### src/rtl/alu_seq.sv
// Registered, handshaked ALU: single-cycle logic/arith/shift/compare ops plus a
// shift-add multiplier that stalls the operand side for WIDTH+1 cycles.
module alu_seq #(
  parameter int WIDTH = 32
) (
  input  logic             clk,
  input  logic             rst_n,
  input  logic             in_valid,
  output logic             in_ready,
  input  logic [WIDTH-1:0] in1,
  input  logic [WIDTH-1:0] in2,
  input  logic [3:0]       alu_control,
  output logic             out_valid,
  input  logic             out_ready,
  output logic [WIDTH-1:0] result,
  output logic             zero,
  output logic             illegal
);

  // state  | meaning
  // S_IDLE | no op in flight, no result held
  // S_MUL  | multiplier iterating, operand side stalled
  // S_HOLD | result presented, waiting for out_ready

  localparam int SHAMT_W = $clog2(WIDTH);
  localparam int CNT_W   = SHAMT_W + 1;
  localparam logic [CNT_W-1:0] CNT_DONE = CNT_W'(WIDTH);

  localparam logic [3:0] OP_AND   = 4'h0;
  localparam logic [3:0] OP_OR    = 4'h1;
  localparam logic [3:0] OP_SLL   = 4'h2;
  localparam logic [3:0] OP_SRL   = 4'h3;
  localparam logic [3:0] OP_SUB   = 4'h4;
  localparam logic [3:0] OP_ADD   = 4'h5;
  localparam logic [3:0] OP_XOR   = 4'h6;
  localparam logic [3:0] OP_SRA   = 4'h7;
  localparam logic [3:0] OP_SLT   = 4'h8;
  localparam logic [3:0] OP_SLTU  = 4'h9;
  localparam logic [3:0] OP_MUL   = 4'hA;
  localparam logic [3:0] OP_MULHU = 4'hB;

  typedef enum logic [1:0] {S_IDLE, S_MUL, S_HOLD} state_t;

  state_t             state_q, state_d;
  logic [WIDTH-1:0]   result_q, result_d;
  logic               zero_q, zero_d;
  logic               illegal_q, illegal_d;
  logic [WIDTH-1:0]   a_q, a_d;
  logic [WIDTH-1:0]   b_q, b_d;
  logic               mulhi_q, mulhi_d;
  logic [2*WIDTH-1:0] acc_q, acc_d;
  logic [CNT_W-1:0]   cnt_q, cnt_d;

  logic [SHAMT_W-1:0] shamt;
  logic [WIDTH-1:0]   alu_res;
  logic               alu_ill;
  logic               is_mul;
  logic               accept;
  logic [2*WIDTH-1:0] mul_addend;

  assign in_ready  = (state_q == S_IDLE) || ((state_q == S_HOLD) && out_ready);
  assign out_valid = (state_q == S_HOLD);
  assign accept    = in_valid && in_ready;
  assign result    = result_q;
  assign zero      = zero_q;
  assign illegal   = illegal_q;

  always_comb begin
    shamt   = in2[SHAMT_W-1:0];
    alu_res = '0;
    alu_ill = 1'b0;
    is_mul  = 1'b0;
    case (alu_control)
      OP_AND:   alu_res = in1 & in2;
      OP_OR:    alu_res = in1 | in2;
      OP_SLL:   alu_res = in1 << shamt;
      OP_SRL:   alu_res = in1 >> shamt;
      OP_SUB:   alu_res = in1 - in2;
      OP_ADD:   alu_res = in1 + in2;
      OP_XOR:   alu_res = in1 ^ in2;
      OP_SRA:   alu_res = $unsigned($signed(in1) >>> shamt);
      OP_SLT:   alu_res = {{(WIDTH-1){1'b0}}, ($signed(in1) < $signed(in2))};
      OP_SLTU:  alu_res = {{(WIDTH-1){1'b0}}, (in1 < in2)};
      OP_MUL,
      OP_MULHU: is_mul  = 1'b1;
      default:  alu_ill = 1'b1;
    endcase
  end

  // Shift-add: partial product for multiplier bit cnt_q.
  always_comb begin
    mul_addend = '0;
    if (b_q[cnt_q[SHAMT_W-1:0]])
      mul_addend = {{WIDTH{1'b0}}, a_q} << cnt_q[SHAMT_W-1:0];
  end

  always_comb begin
    state_d   = state_q;
    result_d  = result_q;
    zero_d    = zero_q;
    illegal_d = illegal_q;
    a_d       = a_q;
    b_d       = b_q;
    mulhi_d   = mulhi_q;
    acc_d     = acc_q;
    cnt_d     = cnt_q;
    case (state_q)
      S_IDLE, S_HOLD: begin
        if (accept) begin
          if (is_mul) begin
            a_d       = in1;
            b_d       = in2;
            mulhi_d   = (alu_control == OP_MULHU);
            acc_d     = '0;
            cnt_d     = '0;
            illegal_d = 1'b0;
            state_d   = S_MUL;
          end else begin
            result_d  = alu_res;
            zero_d    = (alu_res == '0);
            illegal_d = alu_ill;
            state_d   = S_HOLD;
          end
        end else if (state_q == S_HOLD && out_ready) begin
          state_d = S_IDLE;
        end
      end
      S_MUL: begin
        if (cnt_q == CNT_DONE) begin
          result_d  = mulhi_q ? acc_q[2*WIDTH-1:WIDTH] : acc_q[WIDTH-1:0];
          zero_d    = mulhi_q ? (acc_q[2*WIDTH-1:WIDTH] == '0) : (acc_q[WIDTH-1:0] == '0);
          illegal_d = 1'b0;
          state_d   = S_HOLD;
        end else begin
          acc_d = acc_q + mul_addend;
          cnt_d = cnt_q + 1'b1;
        end
      end
      default: state_d = S_IDLE;
    endcase
  end

  always_ff @(posedge clk or negedge rst_n) begin
    if (!rst_n) begin
      state_q   <= S_IDLE;
      result_q  <= '0;
      zero_q    <= 1'b0;
      illegal_q <= 1'b0;
      a_q       <= '0;
      b_q       <= '0;
      mulhi_q   <= 1'b0;
      acc_q     <= '0;
      cnt_q     <= '0;
    end else begin
      state_q   <= state_d;
      result_q  <= result_d;
      zero_q    <= zero_d;
      illegal_q <= illegal_d;
      a_q       <= a_d;
      b_q       <= b_d;
      mulhi_q   <= mulhi_d;
      acc_q     <= acc_d;
      cnt_q     <= cnt_d;
    end
  end

endmodule
### config.mk
export PLATFORM = sky130hd
export DESIGN_NAME = alu_seq
export DESIGN_NICKNAME = d
export VERILOG_FILES = /design/src/rtl/alu_seq.sv
export SDC_FILE = /design/constraint.sdc
export NUM_CORES = 1
export LEC_CHECK = 0
export BUFFER_PORTS_ARGS = -buffer_cell sky130_fd_sc_hd__buf_2
export CORE_MARGIN = 2
export CORE_UTILIZATION = 45
export DETAILED_ROUTE_END_ITERATION = 12
export PLACE_DENSITY = 0.59
export SYNTH_ARGS = -nofsm -noshare
export SYNTH_HDL_FRONTEND = slang
export SYNTH_SLANG_ARGS = --single-unit
### constraint.sdc
create_clock -name clk -period 10.5 [get_ports clk]
set_input_delay 2.1 -clock clk [delete_from_list [all_inputs] [get_ports clk]]
set_output_delay 2.1 -clock clk [all_outputs]
set_load 0.005 [all_outputs]
==> impl_metrics.py <==
metrics = {
    "floorplanning": {
        "dieArea_um2": 54300,
        "rows": 83,
        "start_util_pct": 45.7,
        "die_x_um": 233,
        "core-area_um2": 51600,
        "ios": 108,
        "die_h_um": 233,
    },
    "sta": {
        "final.min_clock_period_ns": 7.34,
        "rsz0062_at_grt": "no",
        "post-route-period-util_pct": 69.9,
        "finalHoldViolCount": 0,
        "setup_slack_ns": 3.16,
        "tightest_slew_ns": 1.28,
        "slew_viol_final": 0,
        "fin_tns_setup_ns": 0,
        "fin_skew_ns": 0.0182,
        "slew_headroom_pct": 13.4,
        "setup_viol": 0,
        "maxClockFrequency_mhz": 136,
        "fin_worst_hold_slack_ns": 0.476,
    },
    "detailed_routing": {
        "wl_um": 112000,
        "drc": 0,
        "firstDrtPassIters": 7,
        "wire_per_inst_um": 31.4,
        "via_count": 24900,
        "via_per_inst": 7.02,
        "drt_iter0_drc": 3786,
        "final_antenna_net_count": 0,
    },
    "synth": {
        "yosysTopAreaCellShare_pct": 18.1,
        "synth-seq-cells": 171,
        "ys_async_sr_fraction_pct": 100,
        "syn_area_per_cell_um2": 8.09,
        "yosysUniqueCellTypes": 105,
        "synth_edf_count": 0,
        "synth_cells": 2915,
        "syn-num-nets": 3152,
        "synth_area_leaders": "dfrtp_1 18%, ha_1 8.6%, mux4_2 8.2%, mux2_2 5.3%, nand2_1 5.1%",
        "synth_area_leader_cell": "dfrtp_1",
        "ys.flop_type": "dfrtp_1",
        "syn_area_um2": 23600,
        "synth.most_common_cell": "nand2_1",
        "synth_commonest_cells": "321 x nand2_1, 253 x nor2_1, 240 x o21ai_0",
        "synth-seq-area-share_pct": 18.1,
        "yosysWarnings": 0,
    },
    "pwr": {
        "pwr-share-seq_pct": 24.0,
        "p_leak_uw": 0.0105,
        "ir_worst_vdd_uv": 139,
        "switching_share_pct": 51.8,
        "total_power_uw": 5060,
        "power.switching_uw": 2620,
        "comb_power_share_pct": 61.8,
        "power_density_nw_per_um2": 204,
        "clkPwrFrac_pct": 14.2,
        "power.internal_uw": 2440,
    },
    "global_routing": {
        "grt_antenna_before_repair": 7,
        "first_global_vias": 23200,
        "grt_max_degree": 115,
        "grt.busiest_layer": "met1",
        "met1_usage_pct": 59.1,
        "gr-usage-met3_pct": 12.8,
        "grt_pass1_wl_um": 161000,
        "grtUsageTotal_pct": 41.0,
        "grt_util_met2_pct": 57.0,
        "overflow": 0,
    },
    "layout": {
        "post-route-util_pct": 48.2,
        "area_growth_pct": 5.38,
        "final.fill_count": 5089,
        "drive_gt1_share_pct": 15.8,
        "nets": 3091,
    },
    "place": {
        "portBuffers": 107,
        "place_congestion": 1.06,
        "dp_slack_ns": 2.90,
        "place.detailed.hpwl_um": 86500,
    },
    "critical_path": {
        "startpoint_type": "input port",
        "crit_fanout": 28,
        "critPathKind": "in2reg",
        "crit_path_end_kind": "register",
        "cp.required_ns": 10.93,
        "arrival_ns": 7.77,
        "r2r_slack_ns": 3.39,
    },
    "outcome": {
        "outcome": "completed",
    },
    "clock_network": {
        "cts.htree.levels": 4,
        "cts_tree": "built",
        "clockRootBuffer": "clkbuf_16",
        "post-cts-setup-buffers": 0,
        "post_cts_resized": 0,
        "cts_buffers": 17,
        "cts_sinks": 171,
        "hold_buffers": 0,
        "cts_buffer_depth": 2,
        "cts.clk_slew.worst_paths_ns": 0.08,
        "clkLatencyLatePin_ns": 0.51,
    },
    "hold_path": {
        "hold_class": "reg2reg",
    },
    "flow_run": {
        "maxCapViolCount": 0,
    },
}
## worst paths after layout
check,cells past startpoint,start,endpoint
max,15,in2[2],zero$_DFFE_PN0P_
min,2,result[4]$_DFFE_PN0P_,result[4]$_DFFE_PN0P_
max reg2reg,20,cnt_q[0]$_DFFE_PN0P_,acc_q[62]$_DFFE_PN0P_
min reg2reg,2,result[4]$_DFFE_PN0P_,result[4]$_DFFE_PN0P_
max in group asynchronous,2,rst_n,cnt_q[1]$_DFFE_PN0P_
min in group asynchronous,1,rst_n,result[22]$_DFFE_PN0P_
## power groups by stage
stage,clock [µW],sequential [µW],combinational (µW)
final,716,1210,3130
after global routing,754,1240,3370
after CTS,731,1200,3040
after detailed placement,0,1210,3030
after global placement,0,1200,2990
after floorplan,0,1030,2220
## kinds of logic (layout without fill, tap and decap cells)
logic type                 after synthesis  after routing  synth area share [%]
AOI/OAI and AO/OA                      904            904                  25.5
xor gates and xnor gates                68             68                  2.52
adders and majority gates              165            165                  8.85
buffers and inverters                  363            315                  7.24
DFF                                    171            171                  18.1
muxes                                  312            312                  19.3
other                                    0              3                     0
and+or+nand+nor                        932            932                  18.5
## state kept, by name (all words and copies together), names as in the netlist
name / count
acc_q: 64
a_q: 32
b_q: 32
result: 32
cnt_q: 6
state_q: 2
illegal: 1
mulhi_q: 1
zero: 1
## through the flow
step,cells,cell area [µm²]
floorplan,2915,23600
detailed placement,3515,24200
CTS,3547,24900
global placement,3515,24200
global route,3547,24900
finish,3550,24900
## layout make-up
cell class / instances / area (µm²) / area share (%)
multi-input combinational: 2381 / 17700 / 71.1
antenna: 3 / 7.51 / 0.0302
timing repair buffer: 159 / 942 / 3.79
inverter: 124 / 465 / 1.87
clock inverter: 15 / 201 / 0.810
tap: 680 / 851 / 3.42
sequential: 171 / 4280 / 17.2
clock buffer: 17 / 425 / 1.71
## placed cells by master, fill, tap and decap left out, types with 15 or more instances in the layout
master	netlist	layout
mux4_2	86	86
xor2_1	28	28
o31ai_1	24	24
o21a_1	16	15
xnor2_1	40	40
nor2_1	253	250
buf_4	10	55
o21bai_1	25	25
ha_1	162	162
nand2_1	321	321
and3_1	16	16
clkbuf_16	0	17
mux2_2	112	112
nand4_1	36	36
inv_1	121	121
a21o_1	50	50
nor4_1	37	37
a31oi_1	32	32
o22ai_1	23	23
a22oi_1	31	31
nor2b_1	42	41
dfrtp_1	171	167
o211ai_1	36	36
nand3_1	73	73
a221oi_1	17	17
buf_2	34	103
a21oi_1	188	187
mux2i_1	99	99
o21ai_0	240	239
nand2b_1	16	16
nor3_1	48	48
a211oi_1	58	58
and2_1	20	20
## per-layer routing
layer	wire length (µm)	part of all wire, %	up-vias
li1	-	-	10800
met1	48200	43	12300
met2	44800	40	1561
met3	14500	13	233
met4	4070	3.6	4
met5	27	0.024	-
## worst max-delay path: stages
cell	delay, ns
buf_4	0.31
clkinv_1	0.90
ha_1	0.73
nor2b_1	0.23
o221ai_1	0.23
a21o_1	0.31
o22ai_1	0.54
a211oi_1	0.21
o21a_1	0.21
o31ai_1	0.47
o2111ai_1	0.40
nand4b_1	0.32
nor4b_2	0.46
nand4b_1	0.15
o21ai_1	0.13
No activity file was read; power rests on OpenSTA's default activity.
